## config.mk

```make
export PLATFORM = sky130hd
export DESIGN_NAME = wb_stage
export DESIGN_NICKNAME = d
export VERILOG_FILES = /design/src/rtl/riscv32i_pkg.sv /design/src/rtl/wb_load_align.sv /design/src/rtl/wb_stage.sv
export SDC_FILE = /design/constraint.sdc
export NUM_CORES = 1
export LEC_CHECK = 0
export CORE_UTILIZATION = 35
export DETAILED_ROUTE_END_ITERATION = 10
export PLACE_DENSITY = 0.78
export SLEW_MARGIN = 10
export SYNTH_ARGS = -nofsm -noshare
export SYNTH_HDL_FRONTEND = slang
export SYNTH_HIERARCHICAL = 1
export SYNTH_SLANG_ARGS = --single-unit
```

## constraint.sdc

```tcl
create_clock -name clk -period 2.5 [get_ports clk]
set_input_delay 0.625 -clock clk [delete_from_list [all_inputs] [get_ports clk]]
set_output_delay 0.625 -clock clk [all_outputs]
set_load 0.05 [all_outputs]
```

## src/rtl/riscv32i_pkg.sv

```systemverilog
// Shared RV32I definitions used by decode, execute, dataMem and writeback.
//  - Bit indices of the 64-bit one-hot Single_Instruction vector (INST_LB..INST_EBREAK).
//    Bits 40..63 are reserved and decode to no instruction class.
//  - Class masks built from those indices, used by the writeback select logic.
//  - Writeback FSM state type {WB_RUN, WB_HALTED}.
package riscv32i_pkg;

  localparam int XLEN   = 32;
  localparam int INST_W = 64;

  // Loads
  localparam int INST_LB     = 0;
  localparam int INST_LH     = 1;
  localparam int INST_LW     = 2;
  localparam int INST_LBU    = 3;
  localparam int INST_LHU    = 4;
  // Stores
  localparam int INST_SB     = 5;
  localparam int INST_SH     = 6;
  localparam int INST_SW     = 7;
  // ALU immediate
  localparam int INST_ADDI   = 8;
  localparam int INST_SLTI   = 9;
  localparam int INST_SLTIU  = 10;
  localparam int INST_XORI   = 11;
  localparam int INST_ORI    = 12;
  localparam int INST_ANDI   = 13;
  localparam int INST_SLLI   = 14;
  localparam int INST_SRLI   = 15;
  localparam int INST_SRAI   = 16;
  // ALU register
  localparam int INST_ADD    = 17;
  localparam int INST_SUB    = 18;
  localparam int INST_SLL    = 19;
  localparam int INST_SLT    = 20;
  localparam int INST_SLTU   = 21;
  localparam int INST_XOR    = 22;
  localparam int INST_SRL    = 23;
  localparam int INST_SRA    = 24;
  localparam int INST_OR     = 25;
  localparam int INST_AND    = 26;
  // Branches
  localparam int INST_BEQ    = 27;
  localparam int INST_BNE    = 28;
  localparam int INST_BLT    = 29;
  localparam int INST_BGE    = 30;
  localparam int INST_BLTU   = 31;
  localparam int INST_BGEU   = 32;
  // Upper immediate, jumps, system
  localparam int INST_LUI    = 33;
  localparam int INST_AUIPC  = 34;
  localparam int INST_JAL    = 35;
  localparam int INST_JALR   = 36;
  localparam int INST_FENCE  = 37;
  localparam int INST_ECALL  = 38;
  localparam int INST_EBREAK = 39;

  // One-hot vector with only bit idx set.
  function automatic logic [INST_W-1:0] inst_mask(input int idx);
    return {{(INST_W-1){1'b0}}, 1'b1} << idx;
  endfunction

  localparam logic [INST_W-1:0] LOAD_MASK =
      inst_mask(INST_LB) | inst_mask(INST_LH) | inst_mask(INST_LW) |
      inst_mask(INST_LBU) | inst_mask(INST_LHU);

  localparam logic [INST_W-1:0] JUMP_MASK =
      inst_mask(INST_JAL) | inst_mask(INST_JALR);

  // Classes whose writeback value is the execute result unchanged.
  localparam logic [INST_W-1:0] ALU_WB_MASK =
      inst_mask(INST_ADDI) | inst_mask(INST_SLTI) | inst_mask(INST_SLTIU) |
      inst_mask(INST_XORI) | inst_mask(INST_ORI)  | inst_mask(INST_ANDI)  |
      inst_mask(INST_SLLI) | inst_mask(INST_SRLI) | inst_mask(INST_SRAI)  |
      inst_mask(INST_ADD)  | inst_mask(INST_SUB)  | inst_mask(INST_SLL)   |
      inst_mask(INST_SLT)  | inst_mask(INST_SLTU) | inst_mask(INST_XOR)   |
      inst_mask(INST_SRL)  | inst_mask(INST_SRA)  | inst_mask(INST_OR)    |
      inst_mask(INST_AND)  | inst_mask(INST_LUI)  | inst_mask(INST_AUIPC);

  localparam logic [INST_W-1:0] HALT_MASK =
      inst_mask(INST_ECALL) | inst_mask(INST_EBREAK);

  typedef enum logic {
    WB_RUN     = 1'b0,
    WB_HALTED  = 1'b1
  } wb_state_t;

endpackage

```

## src/rtl/wb_load_align.sv

```systemverilog
// Combinational load formatter for the writeback stage.
// Selects the byte/halfword addressed by addr_i out of the raw memory word,
// sign-extends LB/LH, zero-extends LBU/LHU, passes LW through, and flags
// misaligned halfword/word accesses.
// Ports:
//  inst_i        in  64  one-hot instruction class
//  addr_i        in  2   low bits of the effective address
//  data_i        in  32  raw word read from data memory
//  data_o        out 32  formatted load value
//  is_load_o     out 1   record is any load class
//  misaligned_o  out 1   LH/LHU with addr[0]=1, or LW with addr[1:0]!=0
module wb_load_align
  import riscv32i_pkg::*;
(
  input  logic [INST_W-1:0] inst_i,
  input  logic [1:0]        addr_i,
  input  logic [XLEN-1:0]   data_i,
  output logic [XLEN-1:0]   data_o,
  output logic              is_load_o,
  output logic              misaligned_o
);

  logic [7:0]  byte_sel;
  logic [15:0] half_sel;

  always_comb begin
    // NOTE: every combinational output gets a default first so no path
    // leaves it unassigned, which would otherwise infer a latch.
    byte_sel = data_i[7:0];
    case (addr_i)
      2'd0: byte_sel = data_i[7:0];
      2'd1: byte_sel = data_i[15:8];
      2'd2: byte_sel = data_i[23:16];
      2'd3: byte_sel = data_i[31:24];
      default: byte_sel = data_i[7:0];
    endcase
    half_sel = addr_i[1] ? data_i[31:16] : data_i[15:0];

    data_o = data_i;
    if (inst_i[INST_LB])
      data_o = {{24{byte_sel[7]}}, byte_sel};
    else if (inst_i[INST_LBU])
      data_o = {24'd0, byte_sel};
    else if (inst_i[INST_LH])
      data_o = {{16{half_sel[15]}}, half_sel};
    else if (inst_i[INST_LHU])
      data_o = {16'd0, half_sel};
  end

  assign is_load_o    = |(inst_i & LOAD_MASK);
  assign misaligned_o = ((inst_i[INST_LH] | inst_i[INST_LHU]) & addr_i[0]) |
                        (inst_i[INST_LW] & (addr_i != 2'd0));

endmodule

```

## src/rtl/wb_stage.sv

```systemverilog
// Writeback stage: register-file write side of the pipeline.
// Registers the retiring memory-stage record (1-cycle latency), formats load
// data, selects the writeback value and drives the reg_file write port.
// Detects halt (ECALL/EBREAK), misaligned loads and illegal (all-zero) records.
// Optional feature macro: WB_INSTRET_EN adds a 64-bit retired-instruction
// counter on port instret_o.
// Ports:
//  clk, reset              clock, synchronous active-high reset
//  valid_i, stall_i        record valid / hold (stall wins)
//  pc_i, rd_i              PC and destination register of the record
//  Single_Instruction_i    one-hot instruction class
//  alu_result_i            execute result / effective address
//  load_data_i             raw data memory word
//  we_o, destReg_o, writeData_o   reg_file write port
//  retire_o, misalign_o, illegal_o 1-cycle event pulses
//  halted_o                sticky halt request
//  instret_o               retired count (WB_INSTRET_EN only)
module wb_stage
  import riscv32i_pkg::*;
#(
  parameter int N_param = 32
) (
  input  logic                clk,
  input  logic                reset,
  input  logic                valid_i,
  input  logic                stall_i,
  input  logic [N_param-1:0]  pc_i,
  input  logic [4:0]          rd_i,
  input  logic [INST_W-1:0]   Single_Instruction_i,
  input  logic [N_param-1:0]  alu_result_i,
  input  logic [N_param-1:0]  load_data_i,
  output logic                we_o,
  output logic [4:0]          destReg_o,
  output logic [N_param-1:0]  writeData_o,
  output logic                retire_o,
  output logic                misalign_o,
  output logic                illegal_o,
  output logic                halted_o
`ifdef WB_INSTRET_EN
  ,
  output logic [63:0]         instret_o
`endif
);

  wb_state_t          state, state_next;
  logic               accept;
  logic               illegal;
  logic               is_halt;
  logic               is_jump;
  logic               is_alu_wb;
  logic               is_load;
  logic               misaligned;
  logic               writes_rd;
  logic [N_param-1:0] load_value;
  logic [N_param-1:0] wb_value;
  logic               we_d;
  logic               retire_d;
  logic               misalign_d;
  logic               illegal_d;

  wb_load_align u_load_align (
    .inst_i       (Single_Instruction_i),
    .addr_i       (alu_result_i[1:0]),
    .data_i       (load_data_i),
    .data_o       (load_value),
    .is_load_o    (is_load),
    .misaligned_o (misaligned)
  );

  // Stall has priority over valid; nothing is consumed once halted.
  assign accept    = valid_i & ~stall_i & (state == WB_RUN);
  assign illegal   = (Single_Instruction_i == '0);
  assign is_halt   = |(Single_Instruction_i & HALT_MASK);
  assign is_jump   = |(Single_Instruction_i & JUMP_MASK);
  assign is_alu_wb = |(Single_Instruction_i & ALU_WB_MASK);
  assign writes_rd = is_load | is_jump | is_alu_wb;

  // Link address wraps naturally at 2^32.
  always_comb begin
    wb_value = alu_result_i;
    if (is_jump)
      wb_value = pc_i + N_param'(4);
    else if (is_load)
      wb_value = load_value;
  end

  assign we_d       = accept & writes_rd & (rd_i != 5'd0) & ~misaligned;
  assign retire_d   = accept & ~illegal;
  assign misalign_d = accept & is_load & misaligned;
  assign illegal_d  = accept & illegal;

  always_comb begin
    state_next = state;
    case (state)
      WB_RUN:    if (accept && (is_halt || illegal)) state_next = WB_HALTED;
      WB_HALTED: state_next = WB_HALTED;
      default:   state_next = WB_RUN;
    endcase
  end

  // NOTE: sequential state uses non-blocking assignments so every register
  // samples pre-edge values regardless of statement order.
  always_ff @(posedge clk) begin
    if (reset) begin
      state       <= WB_RUN;
      we_o        <= 1'b0;
      destReg_o   <= 5'd0;
      writeData_o <= '0;
      retire_o    <= 1'b0;
      misalign_o  <= 1'b0;
      illegal_o   <= 1'b0;
    end else begin
      state      <= state_next;
      we_o       <= we_d;
      retire_o   <= retire_d;
      misalign_o <= misalign_d;
      illegal_o  <= illegal_d;
      if (accept) begin
        destReg_o   <= rd_i;
        writeData_o <= wb_value;
      end
    end
  end

  assign halted_o = (state == WB_HALTED);

`ifdef WB_INSTRET_EN
  // Counts in the same edge that raises retire_o; wraps at 2^64.
  always_ff @(posedge clk) begin
    if (reset)
      instret_o <= 64'd0;
    else if (retire_d)
      instret_o <= instret_o + 64'd1;
  end
`endif

endmodule
```

# After elaboration in Yosys (flattened, before gate mapping)
# Index checks and enable logic that the tools add are counted.
[op_classes]
addsub = 1
magnitude_cmp = 0
shifts = 0
div = 0
n_reduce_logical = 10
multipliers = 0
mux = 10
n_eq_ne = 3
n_bitwise = 19
[ops]
columns = ["operator", "n"]
rows = [
  ["$mux 32", 6],
  ["$logic_not 64->1", 1],
  ["$add 32x3->32 const B", 1],
  ["$pmux 8 s4", 1],
  ["$reduce_or 21->1", 1],
  ["$mux 16", 1],
  ["$and 1x1->1", 11],
  ["$reduce_bool 5->1", 1],
  ["$reduce_or 5->1", 1],
  ["$eq 2x2->1 const B", 2],
  ["$not 1->1", 4],
  ["$or 1x1->1", 4],
  ["$reduce_or 2->1", 2],
  ["$eq 2x1->1 const B", 1],
  ["$logic_not 2->1", 1],
  ["$pmux 1 s2", 1],
  ["$reduce_bool 2->1", 1],
  ["$logic_and 1x1->1", 1],
  ["$logic_or 1x1->1", 1],
  ["$mux 1", 1],
]
[totals]
elab_cells = 50
latch_bits = 0
reg_bits = 42
mem_count = 0
rom_bits = 0
mem_bits_rw = 0

# Logic depth before layout (Yosys ltp)
[logic_depth]
depth_word = 7
depth_mapped = 10

# Cells and area by module
# Netlist, hierarchy kept.
[by_module_without_submodules]
columns = ["module", "n_inst", "area_each_um2", "cells_per_inst", "seq_area_each_um2"]
rows = [
  ["wb_stage", 1, 2855.2, 370, 840.8],
  ["wb_load_align", 1, 735.7, 112, 0.0],
]

# Least setup slack after synthesis
# OpenSTA, ideal clock, no wires.
[synth_path]
path_kind = "input-to-reg"
from = "input Single_Instruction_i[0]"
to = "register writeData_o[2]"
stages = 10
t_required_ns = 2.372
arrival_time_ns = 2.405
slack_ns = -0.032
cell_sequence = "buf_2 nor4_4 buf_2 nand2b_1 clkbuf_1 clkbuf_1 a211oi_1 a211oi_1 a21oi_1 nor2_1"
[synth_between]
elab_chain_cells = 3
[synth_lines]
columns = ["item", "line", "source"]
rows = [
  ["start, declared", "wb_stage.sv:29", "input logic [INST_W-1:0] Single_Instruction_i,"],
  ["$reduce_or 5->1", "wb_load_align.sv:50", "assign is_load_o = |(inst_i & LOAD_MASK);"],
  ["named net is_load", "wb_stage.sv:51", "logic is_load;"],
  ["$mux 32", "wb_stage.sv:83", "else if (is_load)"],
  ["$mux 32", "wb_stage.sv:81", "if (is_jump)"],
  ["end signal, assigned", "wb_stage.sv:120", "writeData_o <= wb_value;"],
  ["end, declared", "wb_stage.sv:34", "output logic [N_param-1:0] writeData_o,"],
]
# The timed path passes the listed nets, and every way through them passes these cells.
# A chain may end at the register's enable or synchronous reset.

# Worst setup path in the final report
[layout_path]
from = "input pc_i[10]"
to = "register writeData_o[26]"
[layout_between]
elab_chain_cells = 2
[layout_lines]
columns = ["item", "line", "source"]
rows = [
  ["start, declared", "wb_stage.sv:27", "input logic [N_param-1:0] pc_i,"],
  ["$add 32x3->32", "wb_stage.sv:82", "wb_value = pc_i + N_param'(4);"],
  ["$mux 32", "wb_stage.sv:81", ""],
]
# No other way between the ends.

==> impl_metrics.tcl <==
set metrics [dict create \
    highest_layer "met4" \
    h-tree-depth 2 \
    end_kind "flip-flop" \
    critPathMaxStageDelay_ns 0.61 \
    dr_wl_met2_um 8300 \
    setup_viol 0 \
    first_pass_iters 5 \
    synth-seq-cells 42 \
    path_cells "clkdlybuf4s50_1 > nand4_1 > or4_4 > nor4_2 > nor4b_1 > a221o_1" \
    crit_family "simple AND/OR/NAND/NOR gates" \
    track_usage_pct 30.1 \
    synth_ff_type "dfxtp_1" \
    grt_max_degree 50 \
    multi_input_area_um2 2620 \
    finalPower_uw 2210 \
    antenna_cells 0 \
    reg2reg_depth 6 \
    syn2layout_area_growth_pct 80.4 \
    period_needed_ns 2.42 \
    syn_nets 652 \
    drt_iter0_drc 291 \
    cts_tree "built" \
    final_area_um2 6480 \
    slew_viol_final 0 \
    antenna_found_initial 0 \
    ys_seq_area_share_pct 23.4 \
    p_seq_share_pct 33.2 \
    cp.arrival_ns 2.61 \
    num_io_pins 211 \
    yosysWarningCount 6 \
    routedWlPerCell_um 18.6 \
    cp_slowest_cell "or4_4" \
    r2r_slack_ns 0.86 \
    p_comb_share_pct 45.8 \
    r2r_end "writeData_o[19]" \
    worstSetupPathDepth 6 \
    place_hpwl_um 13200 \
    fmax_mhz 414 \
    path_class "in2reg" \
    min-delay-start "writeData_o[1]" \
    ir_worst_vdd_v 0.000241 \
    start_util_pct 36.4 \
    die-area_um2 10700 \
    rsz0062_at_grt "no" \
    clock_path_buffers 2 \
    die_y_um 103 \
    coreArea_um2 9860 \
    synthArstFlopShare_pct 0 \
    clk_latency_ns 0.30 \
    status "complete, no violations" \
    pre_cts_ws_ns -0.309 \
    drt_wl_total_um 16300 \
    power_switching_share_pct 34.4 \
    crit_path_max_fanout 5 \
    leakagePower_uw 0.00252 \
    num_rows 36 \
    die_w_um 103 \
    grt_pass1_vias 4814 \
    min_path_type "reg2reg" \
    worst-path-buf-inv 1 \
    ant_nets 0 \
    fin_crit_sh_pct 96.7 \
    clkTransAtPathRegs_ns 0.08 \
    skew_ns 0.00299 \
    synth.distinct_cells 54 \
    cts-buffers-inserted 5 \
    syn_area_um2 3590 \
    synth_cells 482 \
    crit_required_ns 2.69 \
    rr_startpoint "halted_o" \
    root_buffer "clkbuf_8" \
    pwr_density_cell_nw_per_um2 341 \
    p_switching_uw 759 \
    clock_sinks 42 \
    via_per_inst 5.58 \
    vias 4882 \
    worst_pin_slew_ns 0.577 \
    seq_area_um2 841 \
    synth_area_per_cell_um2 7.45 \
    cp-start-kind "input pin" \
    place.gp.congestion 1.01 \
    p_clk_share_pct 20.9 \
    fin_ws_ns 0.0826 \
    whs_endpoint "writeData_o[1]" \
    grt_pass1_wl_um 24000 \
    drc 0 \
    min_path_cells 2 \
    post_cts.repair.setup_buffers 0 \
    drv_cap 0 \
    postPlaceCellArea_um2 6380 \
    nets 911 \
    wl_met1_um 5970 \
    drive_above_1_share_pct 15.2 \
    fin_setup_tns_ns 0 \
    nFillCells 838 \
    hold_viol 0 \
    portBuffers 210 \
    synth_edf_count 0 \
    power.internal_uw 1450 \
    max_slew_margin_pct 61.4 \
    grt_overflow 0 \
    wl_met3_um 1300 \
]
worst reg2reg max path, stage by stage (launching register included):
cell and delay [ns]:
dfxtp_1 0.34, or3b_1 0.40, buf_12 0.20, nor2_1 0.17, buf_4 0.20, o21ai_1 0.09, a21oi_1 0.17
synthesized netlist by cell type (2+ instances only):
library cell / number / share of area (%)
nand2_1: 84 / 8.8
dfxtp_1: 42 / 23
a21oi_1: 34 / 4.7
nand3_1: 33 / 4.6
mux2i_1: 31 / 8.6
nor3_1: 22 / 3.1
clkbuf_1: 21 / 2.2
nor2_1: 21 / 2.2
nor4_1: 21 / 3.7
xnor2_1: 16 / 3.9
mux2_2: 15 / 4.7
o22ai_1: 13 / 2.3
o211ai_1: 12 / 2.5
a31oi_1: 10 / 1.7
o21ai_0: 10 / 1.4
a221o_1: 9 / 2.5
nand4_1: 8 / 1.4
buf_2: 7 / 0.98
xor2_1: 7 / 1.7
a211oi_1: 5 / 1.0
and4_1: 5 / 1.2
and3_1: 4 / 0.70
o21ai_1: 4 / 0.56
a221oi_1: 3 / 0.73
inv_1: 3 / 0.31
nor2b_1: 3 / 0.52
nor3b_1: 3 / 0.63
nor4_2: 3 / 1.0
or4_1: 3 / 0.63
a211oi_2: 2 / 0.70
nand2b_1: 2 / 0.35
o21a_1: 2 / 0.42
o31a_1: 2 / 0.49
or3b_1: 2 / 0.49
repair_timing:
action,CTS,global route
endpoints found under the setup margin,1,4
gates resized for setup,1,1
hold buffers,0,0
pin swaps,0,0
final cells by class:
class / count / area share, %
Timing Repair Buffer: 283 / 42.4
Multi-Input combinational cell: 406 / 40.4
Sequential cell: 42 / 13.0
Tap cell: 133 / 2.57
Clock buffer: 6 / 1.27
Clock inverter: 2 / 0.193
Inverter: 3 / 0.174
state kept, by name, summed over array words and instances (netlist names):
signal       count
writeData_o     32
halted_o         1
we_o             1
illegal_o        1
misalign_o       1
destReg_o        5
retire_o         1
power by group through the flow:
stage / Sequential [uW] / Combinational (uW) / Clock (uW)
floorplan: 872 / 305 / 0
global placement: 748 / 997 / 0
detailed placement: 748 / 1000 / 0
CTS: 734 / 1010 / 470
global route: 738 / 1080 / 500
finish: 734 / 1010 / 462
cell families (layout without fill, tap and decap cells):
logic type	count (synthesis)	after routing	share of synthesized area [%]
flops	42	42	23.4
xor+xnor	23	23	5.61
mux	47	47	13.8
simple gates	221	221	31.5
fa+ha+maj	1	1	0.348
compound gates	114	114	21.2
buf+inv	34	294	4.11
cell usage in the layout (no fill, tap or decap), drive strengths merged, types with 3 or more instances in the layout:
cell and instances:
a211oi 7, mux2i 31, a221o 9, mux2 16, or4 4, nand2 84, nor2 22, nor3b 3
nand3 33, and3 4, clkbuf 6, buf 73, dfxtp 42, and4 5, inv 3, o211ai 12
nor4 25, a21oi 34, xor2 7, clkdlybuf4s50 209, a221oi 3, o22ai 13, xnor2 16, nand4 9
nor3 22, a31oi 10, o21ai 15, nor2b 3
per-stage QoR:
step	utilization [%]	instances	hold slack, ns
floorplan	-	482	0.675
global placement	64.7	867	0.447
detailed placement	64.7	867	0.451
CTS	65.6	875	0.462
global route	65.7	875	0.485
finish	65.7	875	0.460
per-layer routing:
| metal | vias to the layer above | track usage, % |
|---|---|---|
| met3 | 48 | 4.77 |
| met1 | 2240 | 33.3 |
| met5 | - | 0 |
| met4 | 0 | 14.7 |
| li1 | 2339 | - |
| met2 | 255 | 55.8 |
how the worst max path moves through the flow:
stage,startpoint,to,slack [ns]
after floorplan,Single_Instruction_i[0],writeData_o[8],0.03
after global placement,alu_result_i[1],writeData_o[12],-0.24
after detailed placement,alu_result_i[1],writeData_o[12],-0.31
after CTS,pc_i[10],writeData_o[26],0.03
after global routing,pc_i[13],writeData_o[26],0.007
final,pc_i[10],writeData_o[26],0.08
Power figures use the tool's default switching activity.
